<file path="config.mk">
export PLATFORM = sky130hd
export DESIGN_NAME = led_blink_array
export DESIGN_NICKNAME = d
export VERILOG_FILES = /design/src/rtl/led_blink_array.sv
export SDC_FILE = /design/constraint.sdc
export NUM_CORES = 1
export LEC_CHECK = 0
export ABC_AREA = 1
export BUFFER_PORTS_ARGS = -buffer_cell sky130_fd_sc_hd__buf_4
export CAP_MARGIN = 15
export CORE_MARGIN = 2
export CORE_UTILIZATION = 25
export DETAILED_ROUTE_END_ITERATION = 12
export SLEW_MARGIN = 15
export SYNTH_ARGS = -nofsm -noshare
export SYNTH_HDL_FRONTEND = slang
export SYNTH_SLANG_ARGS = --single-unit
export TNS_END_PERCENT = 100
</file>
<file path="constraint.sdc">
create_clock -name clock_i -period 2.23 [get_ports clock_i]
set_input_delay 0.1115 -clock clock_i [delete_from_list [all_inputs] [get_ports clock_i]]
set_output_delay 0.1115 -clock clock_i [all_outputs]
set_load 0.005 [all_outputs]
</file>
<file path="src/rtl/led_blink_array.sv">
// N-channel LED blinker: per-channel off/on/blink/burst mode with four selectable half-periods.
// All channels restart together on a sync strobe or when the global enable returns.
module led_blink_array #(
    parameter int unsigned NUM_CH     = 4,
    parameter int unsigned CNT_W      = 25,
    parameter int unsigned HALF_0     = 25_000_000,
    parameter int unsigned HALF_1     = 250_000,
    parameter int unsigned HALF_2     = 500_000,
    parameter int unsigned HALF_3     = 2_500_000,
    parameter int unsigned BURST_LEN  = 3,
    parameter int unsigned GAP_HALVES = 4
) (
    input  logic                  clock_i,
    input  logic                  reset_ni,
    input  logic                  enable_i,
    input  logic                  sync_i,
    input  logic [2*NUM_CH-1:0]   mode_i,
    input  logic [2*NUM_CH-1:0]   rate_sel_i,
    output logic [NUM_CH-1:0]     led_o
);

    localparam int unsigned TogW = $clog2(2 * BURST_LEN + 1);
    localparam int unsigned GapW = $clog2(GAP_HALVES + 1);
    localparam logic [TogW-1:0] TogTerm = TogW'(2 * BURST_LEN - 1);
    localparam logic [GapW-1:0] GapTerm = GapW'(GAP_HALVES - 1);

    localparam logic [1:0] ModeOff   = 2'b00;
    localparam logic [1:0] ModeOn    = 2'b01;
    localparam logic [1:0] ModeBlink = 2'b10;
    localparam logic [1:0] ModeBurst = 2'b11;

    typedef enum logic {StPulse, StGap} burst_st_e;

    if (HALF_0 < 2 || HALF_1 < 2 || HALF_2 < 2 || HALF_3 < 2) begin : g_bad_half_min
        $error("led_blink_array: every HALF_x must be >= 2");
    end
    if (longint'(HALF_0) > (longint'(1) << CNT_W) || longint'(HALF_1) > (longint'(1) << CNT_W) ||
        longint'(HALF_2) > (longint'(1) << CNT_W) || longint'(HALF_3) > (longint'(1) << CNT_W))
    begin : g_bad_half_max
        $error("led_blink_array: every HALF_x must be <= 2**CNT_W");
    end
    if (BURST_LEN < 1 || GAP_HALVES < 1) begin : g_bad_burst
        $error("led_blink_array: BURST_LEN and GAP_HALVES must be >= 1");
    end

    function automatic logic [CNT_W-1:0] half_term(input logic [1:0] sel);
        logic [CNT_W-1:0] term;
        case (sel)
            2'b00:   term = CNT_W'(HALF_0 - 1);
            2'b01:   term = CNT_W'(HALF_1 - 1);
            2'b10:   term = CNT_W'(HALF_2 - 1);
            default: term = CNT_W'(HALF_3 - 1);
        endcase
        return term;
    endfunction

    // Low en_q marks the first enabled cycle after reset or enable low as a phase-0 entry.
    logic                en_q;
    logic [2*NUM_CH-1:0] mode_q;
    logic [2*NUM_CH-1:0] rate_q;

    always_ff @(posedge clock_i or negedge reset_ni) begin
        if (!reset_ni) begin
            en_q   <= 1'b0;
            mode_q <= '0;
            rate_q <= '0;
        end else begin
            en_q   <= enable_i;
            mode_q <= mode_i;
            rate_q <= rate_sel_i;
        end
    end

    for (genvar g = 0; g < NUM_CH; g++) begin : g_ch
        logic [1:0]       mode_c;
        logic [1:0]       rate_c;
        logic [CNT_W-1:0] term;
        logic             wrap;
        logic [CNT_W-1:0] cnt_q, cnt_d;
        logic             led_q, led_d;
        burst_st_e        st_q, st_d;
        logic [TogW-1:0]  tog_q, tog_d;
        logic [GapW-1:0]  gap_q, gap_d;

        assign mode_c = mode_i[2*g +: 2];
        assign rate_c = rate_sel_i[2*g +: 2];
        assign term   = half_term(rate_c);
        assign wrap   = (cnt_q == term);

        always_comb begin
            cnt_d = cnt_q;
            led_d = led_q;
            st_d  = st_q;
            tog_d = tog_q;
            gap_d = gap_q;
            if (!enable_i) begin
                cnt_d = '0;
                led_d = 1'b0;
                st_d  = StPulse;
                tog_d = '0;
                gap_d = '0;
            end else if (!en_q || sync_i || (mode_c != mode_q[2*g +: 2])) begin
                cnt_d = '0;
                led_d = (mode_c == ModeOn);
                st_d  = StPulse;
                tog_d = '0;
                gap_d = '0;
            end else if (rate_c != rate_q[2*g +: 2]) begin
                cnt_d = '0;
            end else begin
                unique case (mode_c)
                    ModeOff: begin
                        cnt_d = '0;
                        led_d = 1'b0;
                    end
                    ModeOn: begin
                        cnt_d = '0;
                        led_d = 1'b1;
                    end
                    ModeBlink: begin
                        if (wrap) begin
                            cnt_d = '0;
                            led_d = ~led_q;
                        end else begin
                            cnt_d = cnt_q + CNT_W'(1);
                        end
                    end
                    ModeBurst: begin
                        if (!wrap) begin
                            cnt_d = cnt_q + CNT_W'(1);
                        end else begin
                            cnt_d = '0;
                            if (st_q == StPulse) begin
                                if (tog_q == TogTerm) begin
                                    led_d = 1'b0;
                                    st_d  = StGap;
                                    tog_d = '0;
                                    gap_d = '0;
                                end else begin
                                    led_d = ~led_q;
                                    tog_d = tog_q + TogW'(1);
                                end
                            end else if (gap_q == GapTerm) begin
                                st_d  = StPulse;
                                gap_d = '0;
                            end else begin
                                gap_d = gap_q + GapW'(1);
                            end
                        end
                    end
                endcase
            end
        end

        always_ff @(posedge clock_i or negedge reset_ni) begin
            if (!reset_ni) begin
                cnt_q <= '0;
                led_q <= 1'b0;
                st_q  <= StPulse;
                tog_q <= '0;
                gap_q <= '0;
            end else begin
                cnt_q <= cnt_d;
                led_q <= led_d;
                st_q  <= st_d;
                tog_q <= tog_d;
                gap_q <= gap_d;
            end
        end

        assign led_o[g] = led_q;
    end

endmodule

</file>
==> flow_summary_export.csv, run 1 <==
group,metric,value,unit
clocking,cts_buffers,17,
sta,period_share,92.8,%
status,status,"finished clean",
cells_and_area,antennaDiodeCount,0,
yosys,syn_area_per_cell,6.88,sq um
sta,period_minus_slack,2.07,ns
sta,rsz0062_at_grt,"true",
setup_path,ff2ff_path_depth,9,
sta,setup_violations,0,
yosys,synth_largest_area_cell,"dfrtp_1",
yosys,ys_seq_area_share,35.8,%
clocking,postCtsSetupBuffers,0,
yosys,syn_nets,1563,
routing,vias_per_cell,4.53,
power,peakVddDrop,0.522,mV
setup_path,cp_max_fo,13,
run,cap_violations,0,
placement,place_ws,0.164,ns
placement,io_buffers,23,
power,p_leak,5.36,nW
sta,fin_worst_skew,0.0122,ns
yosys,synthArstFlopShare,100,%
power,switching_share,27.8,%
power,power_frac_comb,8.0,%
yosys,synth_top_area_share,35.8,%
clocking,cts_tree,"done",
power,p_int,0.00437,W
clocking,clockBufferDepth,2,
global_route,gr-usage-all-layers,12.4,%
yosys,synth.area.top_cells,"dfrtp_1 (36%), nand2_1 (14%), nor2_1 (8.5%)",
power,p_switching,0.00168,W
sta,finalHoldViolCount,0,
die,start_util,25.4,%
placement,gp_congestion,0.895,
cells_and_area,fillCellCount,4382,
clocking,path_clk_slew,0.07,ns
die,fp.dieW,208,microns
routing,drtIter0Drc,556,
global_route,grt_antenna_before_repair,1,
cells_and_area,area_delta_synth_final,15.8,%
setup_path,critPathArrivalTime,2.40,ns
yosys,synth_area,10400,sq um
min_path,hp-class,"in -> async",
cells_and_area,layout_common_cells,"nand2_1 (390), nor2_1 (234), inv_1 (211)",
power,p_per_area,501,nW/um^2
yosys,synth_edf_count,0,
setup_path,worst_ep_required_time,2.57,ns
routing,routed_wirelength,25800,microns
global_route,grt_pass1_vias,9278,
routing,wl_per_cell,12.2,microns
clocking,cts_root_buf,"clkbuf_16",
cells_and_area,multi_input_comb_area,5750,sq um
routing,ant_nets,0,
setup_path,critPathKind,"in -> reg",
global_route,grt_start_max_net_pins,54,
setup_path,startpoint_type,"input pin",
power,clkPwrFrac,46.7,%
die,num_io_pins,24,
global_route,grt_pass1_wl,44500,microns
clocking,htreeDepth,4,
yosys,synthDistinctLibCells,44,
die,die_area,43300,sq um
routing,drcViolationCount,0,
power,p_seq_share,45.2,%
cells_and_area,fin_area,12100,sq um
sta,clock.fmax,483,MHz
routing,vias,9544,
sta,tightest_slew,0.498,ns
yosys,ys_warn_count,0,
die,row_count,74,
yosys,syn_inst,1515,
global_route,grt.overflow.total,0,
placement,dpl_cell_area,11300,sq um
sta,max-slew-margin-rel,66.5,%
cells_and_area,drive_gt1_share,10.5,%
clocking,clkLatencyLatePin,0.45,ns
cells_and_area,layout_commonest_cell,"nand2_1",
placement,dp_hpwl,19600,microns
routing,first_pass_iters,5,
die,core-area,41000,sq um
setup_path,setup.worst_path.end_class,"register",
clocking,cts_num_sinks,149,
yosys,synthFlopType,"dfrtp_1",
yosys,ys_ff_latch,149,
cells_and_area,seq_area,3730,sq um
cells_and_area,nNetsFinal,1610,
sta,setup_ws,0.162,ns
sta,maxSlewViolCount,0,
die,die_h,208,microns
final timing paths:
kind | start | to | slack (ns)
worst max-delay path | rate_sel_i[3] | g_ch[1].cnt_q[5] | 0.16
worst max register to register | g_ch[1].cnt_q[0] | g_ch[1].cnt_q[18] | 0.32
worst min-delay path | reset_ni | g_ch[3].cnt_q[24] | 0.16
min in group clock_i | sync_i | g_ch[3].gap_q[0] | 0.22
worst min register to register | g_ch[0].gap_q[1] | g_ch[0].gap_q[1] | 0.49
max in group asynchronous | reset_ni | g_ch[2].cnt_q[19] | 1.30
power by group through the flow:
stage | Sequential [W] | Combinational, W | Clock [W]
detailed placement | 0.00279 | 0.000461 | 0
CTS | 0.00274 | 0.000490 | 0.00291
finish | 0.00274 | 0.000486 | 0.00283
global placement | 0.00279 | 0.000457 | 0
floorplan | 0.00279 | 0.000270 | 0
global route | 0.00274 | 0.000555 | 0.00303
per-layer routing:
metal  vias to the layer above  wire length [microns]  global-route usage [%]
met3                        34                    897                    2.16
met4                         2                    334                    4.27
met2                       190                  12400                    21.2
li1                       4880                      -                       -
met5                         -                      7                       0
met1                      4438                  12100                    15.7
worst max-delay path, cell delays in order:
cell and delay (ns):
dlygate4sd3_1 0.55, buf_4 0.16, inv_1 0.10, ha_1 0.34
xor2_1 0.24, nand2_1 0.07, nor2_1 0.09, nand4_1 0.18
o21bai_4 0.33, buf_12 0.19, nor3_1 0.06
what timing repair did:
item                                    in CTS  in global routing
hold buffers                                18                  0
hold endpoints to repair                    59                  0
endpoints found under the setup margin       0                 88
gates resized for setup                      0                 19
cells by family after synthesis:
group / synth area share (%)
and+or+nand+nor: 40.8
buffers and inverters: 9.66
DFF: 35.8
AOI/OAI and AO/OA: 4.46
xor gates and xnor gates: 5.96
adders and majority gates: 3.36
sequential cells by signal, indices dropped and copies added (netlist names):
signal / flops
rate_q: 8
g_ch.st_q: 4
g_ch.led_q: 4
g_ch.gap_q: 12
g_ch.cnt_q: 100
en_q: 1
g_ch.tog_q: 12
mode_q: 8
per-stage QoR:
stage | hold slack (ns) | util, % | setup TNS [ns] | instances | power [W]
floorplan | -0.184 | - | 0 | 1515 | 0.00306
global placement | 0.0805 | 27.4 | 0 | 2057 | 0.00325
detailed placement | 0.0836 | 27.4 | 0 | 2057 | 0.00325
CTS | 0.192 | 29.3 | 0 | 2107 | 0.00614
global route | 0.208 | 29.4 | -0.00134 | 2107 | 0.00632
finish | 0.156 | 29.4 | 0 | 2107 | 0.00605
final cells by class:
cell class	count	area share, %
Clock buffer	18	3.55
Clock inverter	14	1.15
Inverter	220	6.86
Multi-Input combinational cell	1119	47.6
Sequential cell	149	30.9
Tap cell	532	5.51
Timing Repair Buffer	55	4.40
Yosys cell counts (7+ instances only):
cell and count:
a21oi_1 19, nand2_1 393, dfrtp_1 149, nand4_1 55, nor2_1 236, buf_2 11
ha_1 28, nor3_1 58, nand3_1 106, nor2_2 34, nand3_2 8, buf_4 9
xor2_1 50, xnor2_1 21, inv_1 211, inv_2 7, o21ai_0 46
Power figures use the tool's default switching activity.
==> inputs of run 2 (changes only) <==
Settings changed: CELL_PAD_IN_SITES_DETAIL_PLACEMENT set to 1, CELL_PAD_IN_SITES_GLOBAL_PLACEMENT set to 2, PLACE_DENSITY_LB_ADDON set to 0.1, TNS_END_PERCENT 100 to 20.
==> flow_summary_export.csv, run 2 (synthesized netlist as in run 1, its figures left out) <==
group,metric,value,unit
clocking,cts_buffers,17,
sta,rsz0062_at_grt,"true",
power,p_per_area,536,nW/um^2
cells_and_area,area_delta_synth_final,17.6,%
clocking,cts_root_buf,"clkbuf_16",
die,row_count,74,
cells_and_area,layout_common_cells,"nand2_1 (392), nor2_1 (235), inv_1 (210)",
status,status,"finished clean",
global_route,grt.overflow.total,0,
die,core-area,41000,sq um
cells_and_area,drive_gt1_share,11.2,%
global_route,grt_pass1_wl,55400,microns
cells_and_area,layout_commonest_cell,"nand2_1",
setup_path,critPathArrivalTime,2.42,ns
cells_and_area,largestRegisters,"g_ch.cnt_q x100, g_ch.gap_q x12, g_ch.tog_q x12",
sta,max-slew-margin-rel,57.5,%
sta,finalHoldViolCount,0,
power,p_leak,5.50,nW
power,p_int,0.00499,W
die,die_h,208,microns
setup_path,critPathKind,"in -> reg",
sta,period_minus_slack,2.09,ns
routing,routed_wirelength,32800,microns
min_path,hp-class,"in -> async",
sta,period_share,93.6,%
cells_and_area,antennaDiodeCount,0,
sta,finalSetupTns,0,ns
clocking,cts_tree,"done",
power,switching_share,23.9,%
setup_path,startpoint_type,"input pin",
setup_path,cp_max_fo,18,
setup_path,setup.worst_path.end_class,"register",
cells_and_area,fin_area,12300,sq um
routing,vias_per_cell,4.52,
placement,gp_congestion,0.780,
cells_and_area,fin_util,29.9,%
routing,wl_per_cell,15.5,microns
setup_path,worst_ep_required_time,2.57,ns
power,power_frac_comb,7.9,%
routing,ant_nets,0,
placement,io_buffers,23,
power,p_total,0.00657,W
routing,drtIter0Drc,284,
cells_and_area,largest_reg_flops,100,
clocking,path_clk_slew,0.06,ns
cells_and_area,fin_cells,2123,
clocking,clkLatencyLatePin,0.45,ns
die,start_util,25.4,%
global_route,gr-usage-all-layers,16.0,%
clocking,cts_num_sinks,149,
sta,tightest_slew,0.637,ns
die,num_io_pins,24,
power,clkPwrFrac,50.4,%
die,fp.dieW,208,microns
sta,setup_violations,0,
placement,dp_cells,2075,
global_route,grt_antenna_before_repair,0,
cells_and_area,nNetsFinal,1628,
power,p_seq_share,41.7,%
run,cap_violations,0,
routing,first_pass_iters,5,
sta,fin_worst_skew,0.00944,ns
placement,dpl_cell_area,11400,sq um
sta,maxSlewViolCount,0,
cells_and_area,fillCellCount,5129,
routing,drcViolationCount,0,
global_route,grt_start_max_net_pins,55,
global_route,grt_pass1_vias,10400,
cells_and_area,regMostFlops,"g_ch.cnt_q",
clocking,clockBufferDepth,2,
power,peakVddDrop,0.480,mV
routing,vias,9586,
sta,clock.fmax,479,MHz
power,p_switching,0.00157,W
die,die_area,43300,sq um
placement,dp_hpwl,25600,microns
clocking,htreeDepth,4,
## run 2: worst max-delay path, stage by stage
cell and delay, ns:
dlygate4sd3_1 0.54, buf_4 0.16, inv_1 0.17, ha_1 0.32, xor2_1 0.19, inv_1 0.07
nand4_1 0.07, nor2_1 0.19, nand3_1 0.18, nand2_4 0.16, buf_12 0.21, nor2_4 0.05
## run 2: layer usage
layer,GRT usage [%],up-vias,wire (microns)
met5,0,-,0
met4,3.94,0,418
met3,2.72,25,625
met2,27.1,64,15500
met1,21.2,4599,16300
li1,-,4898,-
## run 2: power groups by stage
| stage | sequential (W) | clock (W) | combinational, W |
|---|---|---|---|
| 6_report | 0.00274 | 0.00331 | 0.000518 |
| 5_1_grt | 0.00274 | 0.00355 | 0.000598 |
| 4_1_cts | 0.00274 | 0.00345 | 0.000534 |
| 3_5_place_dp | 0.00279 | 0 | 0.000506 |
| 3_3_place_gp | 0.00279 | 0 | 0.000503 |
| 2_1_floorplan | 0.00279 | 0 | 0.000270 |
## run 2: worst paths after layout
kind	slack, ns	endpoint	cells past startpoint	startpoint
hold reg to reg	0.48	g_ch[0].gap_q[1]	2	g_ch[0].gap_q[1]
max in group asynchronous	1.23	g_ch[0].cnt_q[0]	3	reset_ni
min in group clock_i	0.26	g_ch[2].gap_q[2]	8	sync_i
hold / removal	0.23	g_ch[3].cnt_q[9]	2	reset_ni
setup reg to reg	0.23	g_ch[2].cnt_q[8]	11	g_ch[2].cnt_q[0]
setup / recovery	0.14	g_ch[0].cnt_q[23]	12	rate_sel_i[0]
## run 2: cell type report
type	count	area, sq um	share of cell area [%]
clock inverters	9	174	1.42
multi-input cells	1119	5720	46.6
clock buffers	21	480	3.92
repair buffers	73	663	5.41
well taps	532	666	5.43
inverters	220	828	6.76
flip-flops and latches	149	3730	30.4
## run 2: through the flow
step | hold WS (ns) | setup slack (ns)
after floorplan | -0.184 | 0.587
after global placement | 0.160 | 0.0864
after detailed placement | 0.156 | 0.0506
after CTS | 0.228 | 0.0355
after global routing | 0.256 | -0.0370
final | 0.228 | 0.143
## run 2: timing repair
item	CTS	global route
hold buffers	18	0
resized for setup	0	11
buffers inserted	0	0
hold endpoints to repair	67	0
endpoints found under the setup margin	0	84
